`src/rtl/cpu_pkg.sv`:
```
// Shared CPU definitions: opcodes, ALU op encodings, instruction field
// positions and the DEC->EXE pipeline register layout.
package cpu_pkg;

  // Opcodes
  localparam logic [5:0] OP_NOP  = 6'h00;
  localparam logic [5:0] OP_ADD  = 6'h01;
  localparam logic [5:0] OP_SUB  = 6'h02;
  localparam logic [5:0] OP_AND  = 6'h03;
  localparam logic [5:0] OP_OR   = 6'h04;
  localparam logic [5:0] OP_XOR  = 6'h05;
  localparam logic [5:0] OP_ADDI = 6'h08;
  localparam logic [5:0] OP_LW   = 6'h10;
  localparam logic [5:0] OP_SW   = 6'h11;
  localparam logic [5:0] OP_BEQ  = 6'h18;
  localparam logic [5:0] OP_JMP  = 6'h19;

  // ALU operations
  localparam logic [2:0] ALU_ADD = 3'd0;
  localparam logic [2:0] ALU_SUB = 3'd1;
  localparam logic [2:0] ALU_AND = 3'd2;
  localparam logic [2:0] ALU_OR  = 3'd3;
  localparam logic [2:0] ALU_XOR = 3'd4;

  // Instruction field positions
  localparam int OPC_LSB = 26;
  localparam int RD_LSB  = 21;
  localparam int RS1_LSB = 16;
  localparam int RS2_LSB = 11;

  // DEC->EXE pipeline register contents
  typedef struct packed {
    logic        valid;
    logic [31:0] pc;
    logic [2:0]  alu_op;
    logic [31:0] rs1_data;
    logic [31:0] rs2_data;
    logic [31:0] imm;
    logic        use_imm;
    logic [4:0]  rd;
    logic        reg_wen;
    logic        mem_ren;
    logic        mem_wen;
    logic        is_beq;
    logic        is_jmp;
  } id_regs_t;

  // A bubble carries no instruction: invalid, all flags and data zero
  localparam id_regs_t ID_BUBBLE = '0;

  // Sign-extend the 16-bit immediate field
  function automatic logic [31:0] sext16(input logic [15:0] v);
    return {{16{v[15]}}, v};
  endfunction

endpackage

```
`src/rtl/regfile.sv`:
```
// 32x32 architectural register file, two combinational read ports and one
// write port. r0 is hardwired to zero; a write to the register being read in
// the same cycle is forwarded to the read port.
module regfile (
  input  logic        clk,
  input  logic        rst,
  input  logic [4:0]  ra1,
  input  logic [4:0]  ra2,
  output logic [31:0] rd1,
  output logic [31:0] rd2,
  input  logic        wen,
  input  logic [4:0]  waddr,
  input  logic [31:0] wdata
);

  logic [31:0] regs_reg [32];

  // Clear everything on reset (pending writes are dropped); r0 is never written
  always_ff @(posedge clk) begin
    if (rst) begin
      for (int i = 0; i < 32; i++) regs_reg[i] <= '0;
    end else if (wen && (waddr != 5'd0)) begin
      regs_reg[waddr] <= wdata;
    end
  end

  // Read ports with r0 forcing and write-through bypass
  always_comb begin
    rd1 = regs_reg[ra1];
    rd2 = regs_reg[ra2];
    if (ra1 == 5'd0)                         rd1 = '0;
    else if (wen && !rst && (waddr == ra1)) rd1 = wdata;
    if (ra2 == 5'd0)                         rd2 = '0;
    else if (wen && !rst && (waddr == ra2)) rd2 = wdata;
  end

endmodule

```
`src/rtl/decode_stage.sv`:
```
// Decode stage: decodes the fetched word into ALU/memory/branch controls,
// reads operands from the register file and registers the result into the
// DEC->EXE pipeline register. Wrong-path instructions are squashed for
// FLUSH_DEPTH cycles after a taken branch.
module decode_stage
  import cpu_pkg::*;
#(
  parameter int FLUSH_DEPTH = 2
) (
  input  logic        clk,
  input  logic        rst,
  input  logic [31:0] if_pc,
  input  logic [31:0] if_instr,
  input  logic        flush,
  input  logic        wb_wen,
  input  logic [4:0]  wb_addr,
  input  logic [31:0] wb_data,
  output logic        id_valid,
  output logic [31:0] id_pc,
  output logic [2:0]  id_alu_op,
  output logic [31:0] id_rs1_data,
  output logic [31:0] id_rs2_data,
  output logic [31:0] id_imm,
  output logic        id_use_imm,
  output logic [4:0]  id_rd,
  output logic        id_reg_wen,
  output logic        id_mem_ren,
  output logic        id_mem_wen,
  output logic        id_is_beq,
  output logic        id_is_jmp,
  output logic        id_illegal
);

  localparam logic [2:0] FLUSH_RELOAD = 3'(FLUSH_DEPTH - 1);

  logic [5:0]  opcode;
  logic [4:0]  rs1_addr;
  logic [4:0]  rs2_addr;
  logic [31:0] rs1_rd;
  logic [31:0] rs2_rd;
  logic        legal;
  logic        squash;
  id_regs_t    dec;
  id_regs_t    id_next;
  logic        illegal_next;
  id_regs_t    id_reg;
  logic        illegal_reg;
  logic [2:0]  squash_cnt_reg;

  assign opcode   = if_instr[OPC_LSB +: 6];
  assign rs1_addr = if_instr[RS1_LSB +: 5];
  assign rs2_addr = if_instr[RS2_LSB +: 5];

  regfile u_regfile (
    .clk   (clk),
    .rst   (rst),
    .ra1   (rs1_addr),
    .ra2   (rs2_addr),
    .rd1   (rs1_rd),
    .rd2   (rs2_rd),
    .wen   (wb_wen),
    .waddr (wb_addr),
    .wdata (wb_data)
  );

  // Combinational decode of the presented instruction word
  always_comb begin
    dec          = ID_BUBBLE;
    legal        = 1'b1;
    dec.valid    = 1'b1;
    dec.pc       = if_pc;
    dec.rs1_data = rs1_rd;
    dec.rs2_data = rs2_rd;
    dec.imm      = sext16(if_instr[15:0]);
    dec.rd       = if_instr[RD_LSB +: 5];
    dec.alu_op   = ALU_ADD;
    unique case (opcode)
      OP_NOP:  ;
      OP_ADD:  dec.reg_wen = 1'b1;
      OP_SUB:  begin dec.alu_op = ALU_SUB; dec.reg_wen = 1'b1; end
      OP_AND:  begin dec.alu_op = ALU_AND; dec.reg_wen = 1'b1; end
      OP_OR:   begin dec.alu_op = ALU_OR;  dec.reg_wen = 1'b1; end
      OP_XOR:  begin dec.alu_op = ALU_XOR; dec.reg_wen = 1'b1; end
      OP_ADDI: begin dec.use_imm = 1'b1; dec.reg_wen = 1'b1; end
      OP_LW:   begin dec.use_imm = 1'b1; dec.mem_ren = 1'b1; dec.reg_wen = 1'b1; end
      OP_SW:   begin dec.use_imm = 1'b1; dec.mem_wen = 1'b1; end
      OP_BEQ:  begin dec.alu_op = ALU_SUB; dec.is_beq = 1'b1; end
      OP_JMP:  dec.is_jmp = 1'b1;
      default: legal = 1'b0;
    endcase
  end

  // Squash takes priority over illegal detection, so wrong-path junk never flags
  assign squash = flush || (squash_cnt_reg != 3'd0);

  // Select what the pipeline register loads this cycle
  always_comb begin
    id_next      = dec;
    illegal_next = 1'b0;
    if (squash) begin
      id_next = ID_BUBBLE;
    end else if (!legal) begin
      id_next      = ID_BUBBLE;
      illegal_next = 1'b1;
    end
  end

  // Pipeline register and squash counter; a flush always reloads the counter
  always_ff @(posedge clk) begin
    if (rst) begin
      id_reg         <= ID_BUBBLE;
      illegal_reg    <= 1'b0;
      squash_cnt_reg <= 3'd0;
    end else begin
      id_reg      <= id_next;
      illegal_reg <= illegal_next;
      if (flush)                      squash_cnt_reg <= FLUSH_RELOAD;
      else if (squash_cnt_reg != 3'd0) squash_cnt_reg <= squash_cnt_reg - 3'd1;
    end
  end

  assign id_valid    = id_reg.valid;
  assign id_pc       = id_reg.pc;
  assign id_alu_op   = id_reg.alu_op;
  assign id_rs1_data = id_reg.rs1_data;
  assign id_rs2_data = id_reg.rs2_data;
  assign id_imm      = id_reg.imm;
  assign id_use_imm  = id_reg.use_imm;
  assign id_rd       = id_reg.rd;
  assign id_reg_wen  = id_reg.reg_wen;
  assign id_mem_ren  = id_reg.mem_ren;
  assign id_mem_wen  = id_reg.mem_wen;
  assign id_is_beq   = id_reg.is_beq;
  assign id_is_jmp   = id_reg.is_jmp;
  assign id_illegal  = illegal_reg;

endmodule

```
`config.mk`:
```
export PLATFORM = sky130hd
export DESIGN_NAME = decode_stage
export DESIGN_NICKNAME = d
export VERILOG_FILES = /design/src/rtl/cpu_pkg.sv /design/src/rtl/regfile.sv /design/src/rtl/decode_stage.sv
export SDC_FILE = /design/constraint.sdc
export NUM_CORES = 2
export LEC_CHECK = 0
export CAP_MARGIN = 20
export CORE_UTILIZATION = 45
export CTS_CLUSTER_SIZE = 24
export DETAILED_ROUTE_END_ITERATION = 16
export PLACE_DENSITY_LB_ADDON = 0.3
export SLEW_MARGIN = 20
export SYNTH_ARGS = -nofsm -noshare
export SYNTH_HDL_FRONTEND = slang
export SYNTH_SLANG_ARGS = --single-unit
```
`constraint.sdc`:
```
create_clock -name clk -period 4.3 [get_ports clk]
set_input_delay 1.075 -clock clk [delete_from_list [all_inputs] [get_ports clk]]
set_output_delay 1.075 -clock clk [all_outputs]
set_load 0.02 [all_outputs]
```
### After elaboration in Yosys (flattened, before gate mapping)

Memories as Yosys holds them, arrays and structs flattened.
Cells that the tools add are included.

| cells by class | value |
|---|---|
| $add $sub $neg | 1 |
| equal/unequal tests | 12 |
| multiplexer cells | 24 |
| bitwise gates (word level) | 1 |
| reduce and logical (&&, ||, !) cells | 22 |

Operators by type and width:

| cell | number |
|---|---|
| 32-bit 2-to-1 mux | 5 |
| 143-bit 2-to-1 mux | 1 |
| 32-bit OR reduction | 1 |
| 6-bit by 5-bit equality test with 1-bit output (second input constant) | 4 |
| 1-bit 2-to-1 mux | 16 |
| 6-bit by 2-bit equality test with 1-bit output (second input constant) | 2 |
| 6-bit by 3-bit equality test with 1-bit output (second input constant) | 2 |
| 3-bit case mux with 4 select lines | 1 |
| 11-bit OR reduction | 1 |
| 5-bit equality test | 2 |
| 5-bit logical NOT | 2 |
| 4-bit OR reduction | 2 |
| 7-bit OR reduction | 1 |
| 6-bit by 1-bit equality test with 1-bit output (second input constant) | 1 |
| 6-bit by 4-bit equality test with 1-bit output (second input constant) | 1 |
| 6-bit logical NOT | 1 |
| 2-bit OR reduction | 3 |
| 3-bit OR reduction | 2 |
| 5-bit 2-to-1 mux | 1 |
| 5-bit nonzero test | 1 |
| 1-bit logical AND | 4 |
| 3-bit nonzero test | 1 |
| 3-bit by 1-bit subtractor with 3-bit output (second input constant) | 1 |
| 2-bit nonzero test | 1 |
| 3 further kinds | 3 |

| storage, ports and cells | value |
|---|---|
| register bits | 131 |
| memory bits (writable) | 1024 |
| bits of input ports | 105 |
| output and inout bits | 144 |
| word-level logic and storage cells | 77 |
| memories | 1 |

Memories:

| memory | words | bits a word | read ports | clocked after memory_dff | write ports | RTL line | source |
|---|---|---|---|---|---|---|---|
| u_regfile.regs_reg | 32 | 32 | 2 | 0 | 32 | regfile.sv:16 | `logic [31:0] regs_reg [32];` |

### Longest topological paths before layout

| depth | value |
|---|---|
| depth in word-level cells | 7 |
| mapped depth | 9 |

### Cells and area by module

From an unflattened synthesis, not the netlist that was laid out.

| second synthesis, totals | value |
|---|---|
| cells, all modules | 4120 |
| area total of the unflattened synthesis | 59191.8 sq um |

Modules (own cells, without submodules):

| module | instances | cells each | area an instance (sq um) | seq. area each (sq um) |
|---|---|---|---|---|
| regfile | 1 | 3770 | 54898.9 | 30749.5 |
| decode_stage | 1 | 350 | 4292.9 | 2622.5 |

### Least setup slack after synthesis

No wires, ideal clock.

| timing path | value |
|---|---|
| kind | in2reg |
| from | in wb_addr[1] |
| to | mem u_regfile.regs_reg[12][0] (enable) |
| arrival | 3.662 ns |
| data required time | 3.872 ns |
| slack | 0.210 ns |
| stages on the path | 6 |
| cell sequence | clkbuf_1 -> or3_1 -> clkbuf_1 -> clkbuf_1 -> clkbuf_1 -> o21bai_1 |

RTL lines:

| what | RTL line | source |
|---|---|---|
| start: declaration | decode_stage.sv:16 | `input logic [4:0] wb_addr,` |
| end: declaration | regfile.sv:16 |  |

### Worst setup path in the final report

| timing path | value |
|---|---|
| from | in wb_addr[3] |
| to | reg id_reg, in the netlist id_rs2_data[3] |

| on the way | value |
|---|---|
| longest elaborated chain between the ends | 3 |

RTL lines:

| what | RTL line | source |
|---|---|---|
| 5-bit equality test | regfile.sv:34 | `else if (wen && !rst && (waddr == ra2)) rd2 = wdata;` |
| 1-bit logical AND | regfile.sv:34 |  |
| 32-bit 2-to-1 mux | regfile.sv:34 |  |
| end signal: assignment | decode_stage.sv:115 | `id_reg <= id_next;` |
| end: declaration | decode_stage.sv:46 | `id_regs_t id_reg;` |

Every way passes these cells.
A chain may end at the register's enable or synchronous reset.

==> qor.yml <==
outcome: "complete, no violations"
numCtsBuffers: 119
setup_violations: 0
worstPathRequired_ns: 4.99
seq_area_frac_synth_pct: 58.00
dp.cells: 5657
syn_area_um2: 57540
core.rowCount: 130
ioPinCount: 249
yosys.cell_types.count: 57
synth_top_family_by_area: "multiplexers"
start_util_pct: 45.58
irDropWorstVdd_mv: 0.3545
clock_sinks: 1155
clkLatencyLatePin_ns: 0.76
crit_type: "in -> reg"
synth_compound_area_share_pct: 6.513
dp_hpwl_um: 116600
power.leakage_nw: 21.32
reg2reg_depth: 8
whs_ns: 0.5095
fin_crit_ns: 3.244
synth_area_leaders: "edfxtp_1 (53%), mux4_2 (18%), nor3_1 (8.7%), dfxtp_1 (4.6%), clkbuf_1 (2.8%)"
yosysWarnings: 0
dr.pass1.iters: 5
cts_hold_buf: 0
worstPathArrival_ns: 3.93
p_per_area_nw_per_um2: 401.9
syn2layout_area_growth_pct: 16.06
path_clk_slew_ns: 0.06
die-area_um2: 129300
worst_r2r_startpoint: "squash_cnt_reg[0]"
root_buffer: "clkbuf_16"
vias: 41057
core_um2: 126200
ff2ff_setup_slack_ns: 1.57
grt_usage_pct: 29.99
whs_path_depth: 2
cts_buffer_depth: 3
die_h_um: 359.6
antenna_left: 0
antenna_found_initial: 3
drc: 0
rsz0062_at_grt: "no"
slew_headroom_pct: 25.45
hold_viol_final: 0
drtIter0Drc: 5742
timing.fmax_mhz: 308.3
numPortBuffers: 248
syn_avg_cell_area_um2: 14.16
skew_ns: 0.03901
htree_num_levels: 3
finalPower_mw: 26.84
die_x_um: 359.6
setup_tns_ns: 0
worst_pin_slew_ns: 1.117
ys_top_cells_by_count: "edfxtp_1 (1024), nor3_1 (1001), mux4_2 (448), clkbuf_1 (425), a22oi_1 (158)"
yosys.area.top_type: "edfxtp_1"
maxCapViolCount: 0
grt_pass1_wl_um: 283500
synth.area.mux_share_pct: 19.84
synthCells: 4063
crit_end: "id_rs2_data[3]"
start_kind: "input pin"
layout.cells.non_filler: 5885
synthAdderAreaFrac_pct: 0.04349
routabilityCongestion: 0.8827
synth_xor_area_share_pct: 0.1827
largest_reg_flops: 1024
yosys.area_share.simple_pct: 10.85
final_core_util_pct: 52.90
overflow: 0
async_flop_share_pct: 0
hp-class: "reg -> reg"
cts_tree: "yes"
synth_top_flop_cell: "edfxtp_1"
vias_per_cell: 6.977
grt_max_degree: 129
drive_gt1_share_pct: 22.13
post_cts_buffers: 0
slew_violations: 0
post_drt_wl_per_cell_um: 33.42
synthMostInstantiatedCell: "edfxtp_1"
synth-seq-cells: 1155
crit_fanout: 34
critical_path.reg2reg.endpoint: "id_rs2_data[3]"
end_kind: "flip-flop"
postCtsResizedCells: 0
synth_edf_count: 1024
drt-total-wl_um: 196700
fin_nets: 4237
fin_crit_sh_pct: 75.44
yosysTopAreaCellShare_pct: 53.44
crit_start: "wb_addr[3]"
grt_pass1_vias: 40070
==> how the worst min path moves through the flow <==
stage / start / end
floorplan: squash_cnt_reg[1] / squash_cnt_reg[1]
global placement: squash_cnt_reg[1] / squash_cnt_reg[1]
detailed placement: squash_cnt_reg[1] / squash_cnt_reg[1]
CTS: squash_cnt_reg[1] / squash_cnt_reg[1]
global route: squash_cnt_reg[1] / squash_cnt_reg[1]
finish: squash_cnt_reg[1] / squash_cnt_reg[1]
==> worst max-delay path, stage by stage <==
cell and delay [ns]:
clkdlybuf4s50_1 0.90, xnor2_1 0.17, nand4_1 0.16, nor3_4 0.07
buf_12 0.22, nor2_2 0.90, buf_12 0.23, a221o_1 0.17
==> final cells by class <==
type	instances	area (um^2)
diodes	1	2.502
clock buffers	159	3258
clock inverters	66	660.6
fillers	10410	59440
inverters	39	146.4
multi-input cells	2328	22150
flip-flops and latches	1155	33370
well taps	1650	2064
repair buffers	487	5120
==> metrics by stage <==
stage / area (um^2) / worst slack (ns)
floorplan: 57650 / 0.2096
global placement: 62800 / 0.4667
detailed placement: 62800 / 0.4216
CTS: 66720 / 1.135
global route: 66770 / 1.045
finish: 66780 / 1.056
==> cell families after synthesis <==
kind of cell / Yosys count
XOR/XNOR: 12
multiplexers: 580
flip-flops: 1155
adder cells (fa/ha/maj): 2
AO/OA/AOI/OAI: 469
buffers and inverters: 611
AND/OR/NAND/NOR: 1233
other: 1
==> metal layers <==
metal | part of all wire (%) | global-route usage, % | up-vias | wire length [um]
met5 | 0.021 | 0 | - | 41
met4 | 4.0 | 11.45 | 6 | 7863
met3 | 13 | 7.482 | 474 | 24980
met2 | 46 | 46.74 | 3078 | 91270
met1 | 37 | 40.54 | 20905 | 72520
li1 | - | - | 16594 | -
==> layout by cell type, fill, tap and decap left out, drive strengths merged, types with 5 or more instances in the layout <==
cell / n
nand3b: 5
o221ai: 31
dfxtp: 131
clkinv: 54
nand2: 38
nand3: 7
mux4: 448
a22oi: 159
clkdlybuf4s50: 240
nor2b: 5
mux2i: 130
bufinv: 12
conb: 32
xor2: 5
nor3: 1003
xnor2: 7
nand4: 32
a211oi: 46
a221oi: 64
o21ai: 19
buf: 247
o21bai: 46
nor2: 68
clkbuf: 159
a211o: 14
a22o: 63
nand2b: 7
a221o: 18
edfxtp: 1024
and3: 52
inv: 38
==> power breakdown <==
group | switching, mW | total [mW] | internal, mW
clock network | 4.54 | 10.6 | 6.02
logic | 1.92 | 3.23 | 1.31
registers | 0.282 | 13.0 | 12.8
(Power assumes the default switching activity.)
